## config.mk

```make
export PLATFORM = sky130hd
export DESIGN_NAME = wt_dcache_rd_arb_flat
export DESIGN_NICKNAME = d
export VERILOG_FILES = /design/src/rtl/wt_cache_pkg.sv /design/src/rtl/wt_dcache_rd_arb_if.sv /design/src/rtl/wt_dcache_rr_pick.sv /design/src/rtl/wt_dcache_rd_arb.sv /design/src/flat_wrapper.sv
export SDC_FILE = /design/constraint.sdc
export NUM_CORES = 1
export LEC_CHECK = 0
export BUFFER_PORTS_ARGS = -buffer_cell sky130_fd_sc_hd__buf_2
export CORE_AREA = 3 3 49 51
export CTS_BUF_LIST = sky130_fd_sc_hd__clkbuf_4 sky130_fd_sc_hd__clkbuf_8 sky130_fd_sc_hd__clkbuf_16
export DETAILED_ROUTE_END_ITERATION = 8
export DIE_AREA = 0 0 52 54
export HOLD_SLACK_MARGIN = 0.05
export PLACE_DENSITY_LB_ADDON = 0.12
export REMOVE_ABC_BUFFERS = 1
export SLEW_MARGIN = 10
export SYNTH_ARGS = -nofsm -noshare
export SYNTH_HDL_FRONTEND = slang
export SYNTH_HIERARCHICAL = 1
export SYNTH_SLANG_ARGS = --single-unit
```

## constraint.sdc

```tcl
create_clock -name clk_i -period 5.65 [get_ports clk_i]
set_input_delay 0.565 -clock clk_i [delete_from_list [all_inputs] [get_ports clk_i]]
set_output_delay 0.565 -clock clk_i [all_outputs]
set_load 0.01 [all_outputs]
```

## src/rtl/wt_cache_pkg.sv

```systemverilog
// Shared constants and types for the write-through L1 data cache.
package wt_cache_pkg;

    localparam int unsigned DCACHE_NUM_RD_PORTS    = 4;
    localparam int unsigned DCACHE_RD_STARVE_LIMIT = 16;

    typedef logic [$clog2(DCACHE_NUM_RD_PORTS)-1:0] dcache_rd_sel_t;

endpackage

```

## src/rtl/wt_dcache_rd_arb_if.sv

```systemverilog
// Request/grant bundle between the dcache requesters and the array read arbiter.
interface wt_dcache_rd_arb_if #(
    parameter int unsigned NumPorts = 4
);
    localparam int unsigned SelW = $clog2(NumPorts);

    // Handshake: each rd_req_i bit / wr_req_i is held by its requester until the
    // matching rd_ack_o bit / wr_ack_o is seen high in the same cycle; the
    // transfer happens on that clock edge. Dropping a request before the ack
    // is allowed and simply withdraws it.
    logic [NumPorts-1:0] rd_req_i;
    logic [NumPorts-1:0] rd_prio_i;
    logic [NumPorts-1:0] rd_tag_only_i;
    logic                wr_cl_vld_i;
    logic                wr_req_i;
    logic [NumPorts-1:0] rd_ack_o;
    logic [SelW-1:0]     rd_sel_o;
    logic                wr_ack_o;
    logic                rd_vld_q_o;
    logic [SelW-1:0]     rd_port_q_o;
    logic                rd_tag_only_q_o;

    modport slave (
        input  rd_req_i, rd_prio_i, rd_tag_only_i, wr_cl_vld_i, wr_req_i,
        output rd_ack_o, rd_sel_o, wr_ack_o, rd_vld_q_o, rd_port_q_o, rd_tag_only_q_o
    );

    modport master (
        output rd_req_i, rd_prio_i, rd_tag_only_i, wr_cl_vld_i, wr_req_i,
        input  rd_ack_o, rd_sel_o, wr_ack_o, rd_vld_q_o, rd_port_q_o, rd_tag_only_q_o
    );

endinterface

```

## src/rtl/wt_dcache_rr_pick.sv

```systemverilog
// Combinational round-robin pick: first set request bit at or after ptr, wrapping.
module wt_dcache_rr_pick #(
    parameter int unsigned N = 4,
    localparam int unsigned W = $clog2(N)
) (
    input  logic [N-1:0] req,
    input  logic [W-1:0] ptr,
    output logic         vld,
    output logic [W-1:0] idx
);

    always_comb begin
        vld = 1'b0;
        idx = '0;
        for (int unsigned i = 0; i < N; i++) begin
            automatic int unsigned j = (32'(ptr) + i) % N;
            if (!vld && req[j]) begin
                vld = 1'b1;
                idx = W'(j);
            end
        end
    end

endmodule

```

## src/rtl/wt_dcache_rd_arb.sv

```systemverilog
// Arbiter for the dcache tag/data read port and word-write port, with
// starvation bounds for low-priority reads and word writes.
module wt_dcache_rd_arb
    import wt_cache_pkg::*;
#(
    parameter int unsigned NumPorts    = DCACHE_NUM_RD_PORTS,
    parameter int unsigned StarveLimit = DCACHE_RD_STARVE_LIMIT
) (
    input logic clk_i,
    input logic rst_ni,
    wt_dcache_rd_arb_if.slave arb
);

    localparam int unsigned SelW = $clog2(NumPorts);
    localparam int unsigned CntW = $clog2(StarveLimit);
    localparam logic [CntW-1:0] CntMax = CntW'(StarveLimit - 1);

    logic [NumPorts-1:0] hp_req, lp_req;
    logic                hp_vld, lp_vld;
    logic [SelW-1:0]     hp_idx, lp_idx;
    logic [SelW-1:0]     rr_q, rr_d;
    logic [CntW-1:0]     lp_starve_q, wr_starve_q;
    logic                force_wr, force_lp, lp_ack;
    logic [NumPorts-1:0] ack;
    logic [SelW-1:0]     sel;
    logic                wr_ack;
    logic                vld_q, tag_only_q;
    logic [SelW-1:0]     port_q;

    assign hp_req = arb.rd_req_i & arb.rd_prio_i;
    assign lp_req = arb.rd_req_i & ~arb.rd_prio_i;

    wt_dcache_rr_pick #(.N(NumPorts)) i_hp_pick (
        .req (hp_req),
        .ptr (rr_q),
        .vld (hp_vld),
        .idx (hp_idx)
    );

    wt_dcache_rr_pick #(.N(NumPorts)) i_lp_pick (
        .req (lp_req),
        .ptr (rr_q),
        .vld (lp_vld),
        .idx (lp_idx)
    );

    // A forced word write outranks a forced read; the read counter stays
    // saturated, so the read is forced on the following cycle.
    assign force_wr = arb.wr_req_i && (wr_starve_q == CntMax);
    assign force_lp = lp_vld && (lp_starve_q == CntMax);

    always_comb begin
        ack    = '0;
        sel    = '0;
        wr_ack = 1'b0;
        if (!arb.wr_cl_vld_i) begin
            if (force_wr) begin
                wr_ack = 1'b1;
            end else if (force_lp) begin
                ack[lp_idx] = 1'b1;
                sel         = lp_idx;
            end else if (hp_vld) begin
                ack[hp_idx] = 1'b1;
                sel         = hp_idx;
            end else if (lp_vld) begin
                ack[lp_idx] = 1'b1;
                sel         = lp_idx;
            end else if (arb.wr_req_i) begin
                wr_ack = 1'b1;
            end
        end
    end

    assign lp_ack = |(ack & ~arb.rd_prio_i);
    assign rr_d   = (sel == SelW'(NumPorts - 1)) ? '0 : sel + 1'b1;

    always_ff @(posedge clk_i or negedge rst_ni) begin
        if (!rst_ni) begin
            rr_q        <= '0;
            lp_starve_q <= '0;
            wr_starve_q <= '0;
            vld_q       <= 1'b0;
            port_q      <= '0;
            tag_only_q  <= 1'b0;
        end else begin
            vld_q <= |ack;
            if (|ack) begin
                rr_q       <= rr_d;
                port_q     <= sel;
                tag_only_q <= arb.rd_tag_only_i[sel];
            end
            if (!lp_vld || lp_ack) begin
                lp_starve_q <= '0;
            end else if (lp_starve_q != CntMax) begin
                lp_starve_q <= lp_starve_q + 1'b1;
            end
            if (!arb.wr_req_i || wr_ack) begin
                wr_starve_q <= '0;
            end else if (wr_starve_q != CntMax) begin
                wr_starve_q <= wr_starve_q + 1'b1;
            end
        end
    end

    assign arb.rd_ack_o        = ack;
    assign arb.rd_sel_o        = sel;
    assign arb.wr_ack_o        = wr_ack;
    assign arb.rd_vld_q_o      = vld_q;
    assign arb.rd_port_q_o     = port_q;
    assign arb.rd_tag_only_q_o = tag_only_q;

endmodule

```

## src/flat_wrapper.sv

```systemverilog
// flat-port wrapper written by rule: the top's interface ports become plain ports
module wt_dcache_rd_arb_flat import wt_cache_pkg::*;
#(
    parameter int unsigned NumPorts    = DCACHE_NUM_RD_PORTS,
    parameter int unsigned StarveLimit = DCACHE_RD_STARVE_LIMIT
)
  (clk_i, rst_ni, arb_rd_req_i, arb_rd_prio_i, arb_rd_tag_only_i, arb_wr_cl_vld_i, arb_wr_req_i, arb_rd_ack_o, arb_rd_sel_o, arb_wr_ack_o, arb_rd_vld_q_o, arb_rd_port_q_o, arb_rd_tag_only_q_o);
  wt_dcache_rd_arb_if #(.NumPorts(NumPorts)) arb_i ();
  input logic clk_i;
  input logic rst_ni;
  input wire logic [$bits(arb_i.rd_req_i)-1:0] arb_rd_req_i;
  input wire logic [$bits(arb_i.rd_prio_i)-1:0] arb_rd_prio_i;
  input wire logic [$bits(arb_i.rd_tag_only_i)-1:0] arb_rd_tag_only_i;
  input wire logic [$bits(arb_i.wr_cl_vld_i)-1:0] arb_wr_cl_vld_i;
  input wire logic [$bits(arb_i.wr_req_i)-1:0] arb_wr_req_i;
  output wire logic [$bits(arb_i.rd_ack_o)-1:0] arb_rd_ack_o;
  output wire logic [$bits(arb_i.rd_sel_o)-1:0] arb_rd_sel_o;
  output wire logic [$bits(arb_i.wr_ack_o)-1:0] arb_wr_ack_o;
  output wire logic [$bits(arb_i.rd_vld_q_o)-1:0] arb_rd_vld_q_o;
  output wire logic [$bits(arb_i.rd_port_q_o)-1:0] arb_rd_port_q_o;
  output wire logic [$bits(arb_i.rd_tag_only_q_o)-1:0] arb_rd_tag_only_q_o;
  assign arb_i.rd_req_i = arb_rd_req_i;
  assign arb_i.rd_prio_i = arb_rd_prio_i;
  assign arb_i.rd_tag_only_i = arb_rd_tag_only_i;
  assign arb_i.wr_cl_vld_i = arb_wr_cl_vld_i;
  assign arb_i.wr_req_i = arb_wr_req_i;
  assign arb_rd_ack_o = arb_i.rd_ack_o;
  assign arb_rd_sel_o = arb_i.rd_sel_o;
  assign arb_wr_ack_o = arb_i.wr_ack_o;
  assign arb_rd_vld_q_o = arb_i.rd_vld_q_o;
  assign arb_rd_port_q_o = arb_i.rd_port_q_o;
  assign arb_rd_tag_only_q_o = arb_i.rd_tag_only_q_o;
  wt_dcache_rd_arb #(.NumPorts(NumPorts), .StarveLimit(StarveLimit)) u_core (.clk_i(clk_i), .rst_ni(rst_ni), .arb(arb_i));
endmodule
```

After elaboration in Yosys (flattened, before gate mapping)
Index checks and enable logic that the tools add are counted.

storage, ports and cells
  bits of input ports = 16
  register bits after elaboration = 14
  word-level logic and storage cells = 113

operators by class
  bitwise operators = 4
  add/sub/neg operators = 6
  muxes and demuxes = 59
  magnitude comparators = 9
  reduce and logical (&&, ||, !) cells = 24
  eq/ne operators = 5

operators by type and width
  operator                                                                number
  4-bit 2-to-1 mux                                                        9
  2-bit 2-to-1 mux                                                        14
  1-bit 2-to-1 mux                                                        25
  2-bit by 3-bit < comparator with 1-bit output (second input constant)   7
  1-bit binary-select mux with 2-bit select                               9
  4-bit bitwise AND                                                       3
  1-bit logical AND                                                       10
  4-bit by 1-bit adder with 4-bit output (second input constant)          2
  4-bit equality test (second input constant)                             2
  1-bit zero test                                                         8
  4-bit inequality test (second input constant)                           2
  4-bit OR reduction                                                      2
  2-bit by 1-bit adder with 2-bit output (second input constant)          2
  2-bit adder (second input constant)                                     2
  1-bit demux with 2-bit select                                           2
  2-bit by 1-bit >= comparator with 1-bit output (second input constant)  2
  4-bit NOT                                                               1
  2-bit nonzero test                                                      2
  2-bit equality test (second input constant)                             1
  1-bit logical OR                                                        2

Longest topological paths before layout
  word-level depth = 27
  mapped depth = 9
  gate-level depth less buffers = 9

Hierarchy
Netlist, hierarchy kept.

by module, submodules not included
  module             area each (µm²)  seq. area each (µm²)  cells an instance  times used
  wt_dcache_rd_arb   944.7            350.3                 106                1
  wt_dcache_rr_pick  77.6             0.0                   15                 2

Worst setup path before layout
No wires, ideal clock.

  path type = input to output
  start = input port arb_rd_req_i[1]
  end = output port arb_rd_sel_o[0]
  stages = 6
  path buffers = 0
  required time = 5.085 ns
  arrival time = 1.955 ns
  slack = 3.130 ns
  cell sequence = nor2b_1 -> inv_1 -> a221o_1 -> a21oi_1 -> o21ai_1 -> a21oi_1

between the ends
  cells in the longest elaborated chain, start to end = 18
  elaborated cells between the ends (all ways) = 52
  classes of those cells = mux: 37; bitwise: 2; reduce/logical: 13

ends and longest elaborated chain
  item                                       RTL line                 text
  start: declaration                         flat_wrapper.sv:11       input wire logic [$bits(arb_i.rd_req_i)-1:0] arb_rd_req_i;
  4-bit bitwise AND (*)                      wt_dcache_rd_arb.sv:31   assign lp_req = arb.rd_req_i & ~arb.rd_prio_i;
  1-bit binary-select mux with 2-bit select  wt_dcache_rr_pick.sv:17  if (!vld && req[j]) begin
  1-bit 2-to-1 mux (not written as such)     wt_dcache_rr_pick.sv:17
  1-bit 2-to-1 mux                           wt_dcache_rr_pick.sv:17
  1-bit zero test                            wt_dcache_rr_pick.sv:17
  1-bit logical AND                          wt_dcache_rr_pick.sv:17
  1-bit 2-to-1 mux                           wt_dcache_rr_pick.sv:17
  1-bit zero test                            wt_dcache_rr_pick.sv:17
  (+3 left out)                              -
  1-bit logical AND                          wt_dcache_rr_pick.sv:17
  2-bit 2-to-1 mux (*)                       wt_dcache_rr_pick.sv:17
  via u_core.lp_idx[0]                       wt_dcache_rd_arb.sv:20   logic [SelW-1:0] hp_idx, lp_idx;
  2-bit 2-to-1 mux                           wt_dcache_rd_arb.sv:65   end else if (lp_vld) begin
  2-bit 2-to-1 mux                           wt_dcache_rd_arb.sv:62   end else if (hp_vld) begin
  2-bit 2-to-1 mux (*)                       wt_dcache_rd_arb.sv:59   end else if (force_lp) begin
  2-bit 2-to-1 mux (*)                       wt_dcache_rd_arb.sv:57   if (force_wr) begin
  2-bit 2-to-1 mux (*)                       wt_dcache_rd_arb.sv:56   if (!arb.wr_cl_vld_i) begin
  end: declaration                           flat_wrapper.sv:17       output wire logic [$bits(arb_i.rd_sel_o)-1:0] arb_rd_sel_o;

The timed path passes the listed nets; every way through them passes the cells marked *. The select of a mux whose other input is x is not followed.

Worst setup path in the final report
  start = input port arb_rd_prio_i[1]
  end = output port arb_rd_sel_o[0]

between the ends
  cells in the longest elaborated chain, start to end = 19
  elaborated cells between the ends (all ways) = 53
  classes of those cells = mux: 37; bitwise: 3; reduce/logical: 13

ends and longest elaborated chain
  item                                       RTL line                 text
  start: declaration                         flat_wrapper.sv:12       input wire logic [$bits(arb_i.rd_prio_i)-1:0] arb_rd_prio_i;
  4-bit NOT (*)                              wt_dcache_rd_arb.sv:31
  4-bit bitwise AND (*)                      wt_dcache_rd_arb.sv:31
  via u_core.lp_req[1]                       wt_dcache_rd_arb.sv:18   logic [NumPorts-1:0] hp_req, lp_req;
  1-bit binary-select mux with 2-bit select  wt_dcache_rr_pick.sv:17
  1-bit 2-to-1 mux (not written as such)     wt_dcache_rr_pick.sv:17
  1-bit 2-to-1 mux                           wt_dcache_rr_pick.sv:17
  1-bit zero test                            wt_dcache_rr_pick.sv:17
  1-bit logical AND                          wt_dcache_rr_pick.sv:17
  (+5 left out)                              -
  1-bit logical AND                          wt_dcache_rr_pick.sv:17
  2-bit 2-to-1 mux (*)                       wt_dcache_rr_pick.sv:17
  via u_core.lp_idx[0]                       wt_dcache_rd_arb.sv:20
  2-bit 2-to-1 mux                           wt_dcache_rd_arb.sv:65
  2-bit 2-to-1 mux                           wt_dcache_rd_arb.sv:62
  2-bit 2-to-1 mux (*)                       wt_dcache_rd_arb.sv:59
  2-bit 2-to-1 mux (*)                       wt_dcache_rd_arb.sv:57
  2-bit 2-to-1 mux (*)                       wt_dcache_rd_arb.sv:56

Marked as above.

==> impl_metrics.csv <==
group,metric,value,unit
placed_design,io_buffers,26,
pwr,vdd_ir_drop_max,0.224,mV
yosys,synthCells,136,
floorplanning,die_h,54,um
finish,drive_gt1_frac,0.236,
finish,fill_cells,188,
clock_tree,cts_buffer_depth,2,
clock_tree,ctsResizeCount,0,
timing,skew,0.00537,ns
finish,antenna_cells,0,
global_routing,grt_pass1_wl,4.96,mm
pwr,intPower,226,uW
yosys,ys_seq_area_frac,0.319,
setup_path,cp-startpoint,"arb_rd_prio_i[1]",
routing,dr.pass1.iters,4,
floorplanning,initial_core_util,0.555,
timing,relSlewSlack,0.736,
clock_tree,post_cts_buffers,0,
pwr,power_density,285,nW/um2
setup_path,cp.required,5.09,ns
placed_design,hpwlAfterDp,2.25,mm
pwr,leakage,0.000634,uW
floorplanning,num_rows,16,
placed_design,dp_cells,188,
global_routing,grt.overflow.total,0,
clock_tree,hold_buffers,0,
clock_tree,clk_pin_slew,0.09,ns
clock_tree,clock_latency,0.28,ns
job,maxCapViolCount,0,
timing,drv_slew,0,
floorplanning,die_width,52,um
clock_tree,htree_levels,1,
pwr,comb_power_share,0.392,
routing,drt_iter0_drc,44,
setup_path,r2r_cells,7,
global_routing,grt_max_degree,15,
setup_path,rrSetupSlack,3.43,ns
floorplanning,die-area,2810,um2
timing,fin_tns_setup,0,ns
setup_path,cp-end-kind,"output pin",
routing,finalWirelength,2.92,mm
finish,syn_to_final_growth,17.2,%
timing,setup_viol,0,
setup_path,criticalPathCategory,"in2out",
setup_path,r2r-end,"u_core/arb.rd_tag_only_q_o",
yosys,yosysUniqueCellTypes,38,
pwr,p_switching,142,uW
placed_design,place_congestion,0.860,
timing,hold_viol,0,
yosys,avgSynthCellArea,8.09,um2
setup_path,r2r_start,"u_core/rr_q[0]",
timing,rsz0062_at_grt,"false",
clock_tree,cts_tree,"built",
clock_tree,clockRootBuffer,"clkbuf_4",
timing,fin_crit,2.96,ns
setup_path,cp-endpoint,"arb_rd_sel_o[0]",
timing,post-route-period-util,0.523,
yosys,yosys_register_bits,14,
pwr,p_clk_frac,0.198,
pwr,power,367,uW
floorplanning,io_pins,27,
clock_tree,numCtsBuffers,3,
pwr,seqPwrFrac,0.410,
finish,finalNonFillerCells,192,
routing,routedWlPerCell,15.2,um
outcome,status,"complete, no violations",
routing,ant_nets,0,
floorplanning,core-area,1980,um2
global_routing,grtUsageTotal,0.235,
setup_path,worst-path-max-fanout,5,
global_routing,grt_antenna_before_repair,0,
worst_hold_path,hold_class,"in2async",
routing,via_count,1148,
finish,fin_nets,184,
setup_path,critPathLaunchType,"input pin",
routing,viasPerCell,5.98,
clock_tree,cts.sinks,14,
pwr,power_switching_share,0.386,
timing,worstMarginPinSlew,0.396,ns
global_routing,grt_pass1_vias,1116,
yosys,ys_warn_count,6,
setup_path,arrival,2.39,ns
routing,route.detailed.drc,0,
timing,fmax,338,MHz
yosys,netlist_area,1100,um2
## through the flow
step | util | hold WS, ns | cell area [um2] | setup WS [ns]
floorplan | - | 0.269 | 1090 | 3.13
global placement | 0.632 | 0.460 | 1250 | 2.78
detailed placement | 0.632 | 0.478 | 1250 | 2.73
CTS | 0.650 | 0.176 | 1290 | 2.72
global route | 0.650 | 0.178 | 1290 | 2.51
finish | 0.650 | 0.169 | 1290 | 2.69
## worst max-delay path, stage by stage
cell and delay, ns:
buf_2 0.11, nor2b_1 0.19, inv_1 0.08, a221o_1 0.36
a21oi_1 0.35, o21ai_1 0.16, a21oi_1 0.36, buf_2 0.20
## cell usage in the layout, fill, tap and decap left out, types with 2 or more instances in the layout
cell type / Yosys / final
a21o_1: 3 / 3
a21oi_1: 15 / 15
a221o_1: 2 / 2
and2_1: 4 / 4
and3_1: 2 / 2
buf_2: 0 / 26
clkbuf_4: 0 / 3
dfrtp_1: 14 / 14
ha_1: 2 / 2
inv_1: 14 / 14
inv_2: 2 / 2
mux2i_1: 3 / 3
nand2_1: 8 / 8
nand2b_1: 3 / 3
nand3_1: 9 / 9
nand4_1: 2 / 2
nor2_1: 10 / 10
nor2b_1: 6 / 6
nor3_1: 5 / 5
o21ai_0: 6 / 6
o221ai_1: 3 / 3
o22ai_1: 3 / 3
o31ai_1: 2 / 2
or2_2: 2 / 2
## metal layers
metal,share of wire,vias to the layer above,global-route usage
li1,-,556,-
met1,0.47,537,0.296
met2,0.46,49,0.423
met4,0.0099,0,0.0830
met3,0.061,6,0.0166
met5,0,-,0
## flip-flops by register name, summed over array words and instances (netlist names)
| register | cells |
|---|---|
| u_core/arb.rd_tag_only_q_o | 1 |
| u_core/arb.rd_vld_q_o | 1 |
| u_core/arb.rd_port_q_o | 2 |
| u_core/wr_starve_q | 4 |
| u_core/rr_q | 2 |
| u_core/lp_starve_q | 4 |
## cell usage after synthesis
library cell / instances / area, um2
a21o_1: 3 / 22.5
a21oi_1: 15 / 75.1
a221o_1: 2 / 20.0
a32oi_1: 1 / 8.76
a41o_4: 1 / 21.3
and2_1: 4 / 25.0
and3_1: 2 / 12.5
and4_1: 1 / 8.76
buf_6: 1 / 11.3
dfrtp_1: 14 / 350
ha_1: 2 / 25.0
inv_1: 14 / 52.6
inv_2: 2 / 7.51
mux2i_1: 3 / 30.0
nand2_1: 8 / 30.0
nand2b_1: 3 / 18.8
nand3_1: 9 / 45.0
nand3b_1: 1 / 7.51
nand4_1: 2 / 12.5
nor2_1: 10 / 37.5
nor2b_1: 6 / 37.5
nor3_1: 5 / 25.0
o2111a_1: 1 / 11.3
o21ai_0: 6 / 30.0
o21ai_1: 1 / 5.00
o221a_2: 1 / 11.3
o221ai_1: 3 / 26.3
o221ai_2: 1 / 15.0
o22a_1: 1 / 8.76
o22ai_1: 3 / 18.8
o2bb2ai_1: 1 / 8.76
o31ai_1: 2 / 15.0
o32a_4: 1 / 22.5
or2_0: 1 / 6.26
or2_1: 1 / 6.26
or2_2: 2 / 12.5
or2_4: 1 / 8.76
xnor2_1: 1 / 8.76
## power by group through the flow
stage                     Combinational, uW  Sequential [uW]  Clock, uW
final                                   144              151       72.9
after global routing                    161              155       78.4
after CTS                               143              150       74.3
after global placement                  136              150          0
after floorplan                        98.3              148          0
after detailed placement                141              152          0
## worst min path at each step
stage | endpoint | depth (start not counted)
global route | u_core/arb.rd_tag_only_q_o | 1
detailed placement | u_core/arb.rd_port_q_o[0] | 1
finish | u_core/arb.rd_tag_only_q_o | 1
global placement | u_core/arb.rd_port_q_o[1] | 1
floorplan | u_core/arb.rd_port_q_o[0] | 0
CTS | u_core/wr_starve_q[3] | 1
## final cells by class
cell class / instances / area, um2 / area share
Tap cell: 27 / 33.8 / 0.0262
Clock buffer: 4 / 36.3 / 0.0282
Inverter: 16 / 60.1 / 0.0466
Timing Repair Buffer: 26 / 130 / 0.101
Sequential cell: 14 / 350 / 0.272
Multi-Input combinational cell: 105 / 678 / 0.526
## cell families after synthesis
family	count (synthesis)	share of synthesized area
buffers and inverters	17	0.0648
DFF	14	0.319
and+or+nand+nor	56	0.267
xor gates and xnor gates	1	0.00797
muxes	3	0.0273
adders and majority gates	2	0.0227
AOI/OAI and AO/OA	43	0.291
Power figures use the tool's default switching activity.
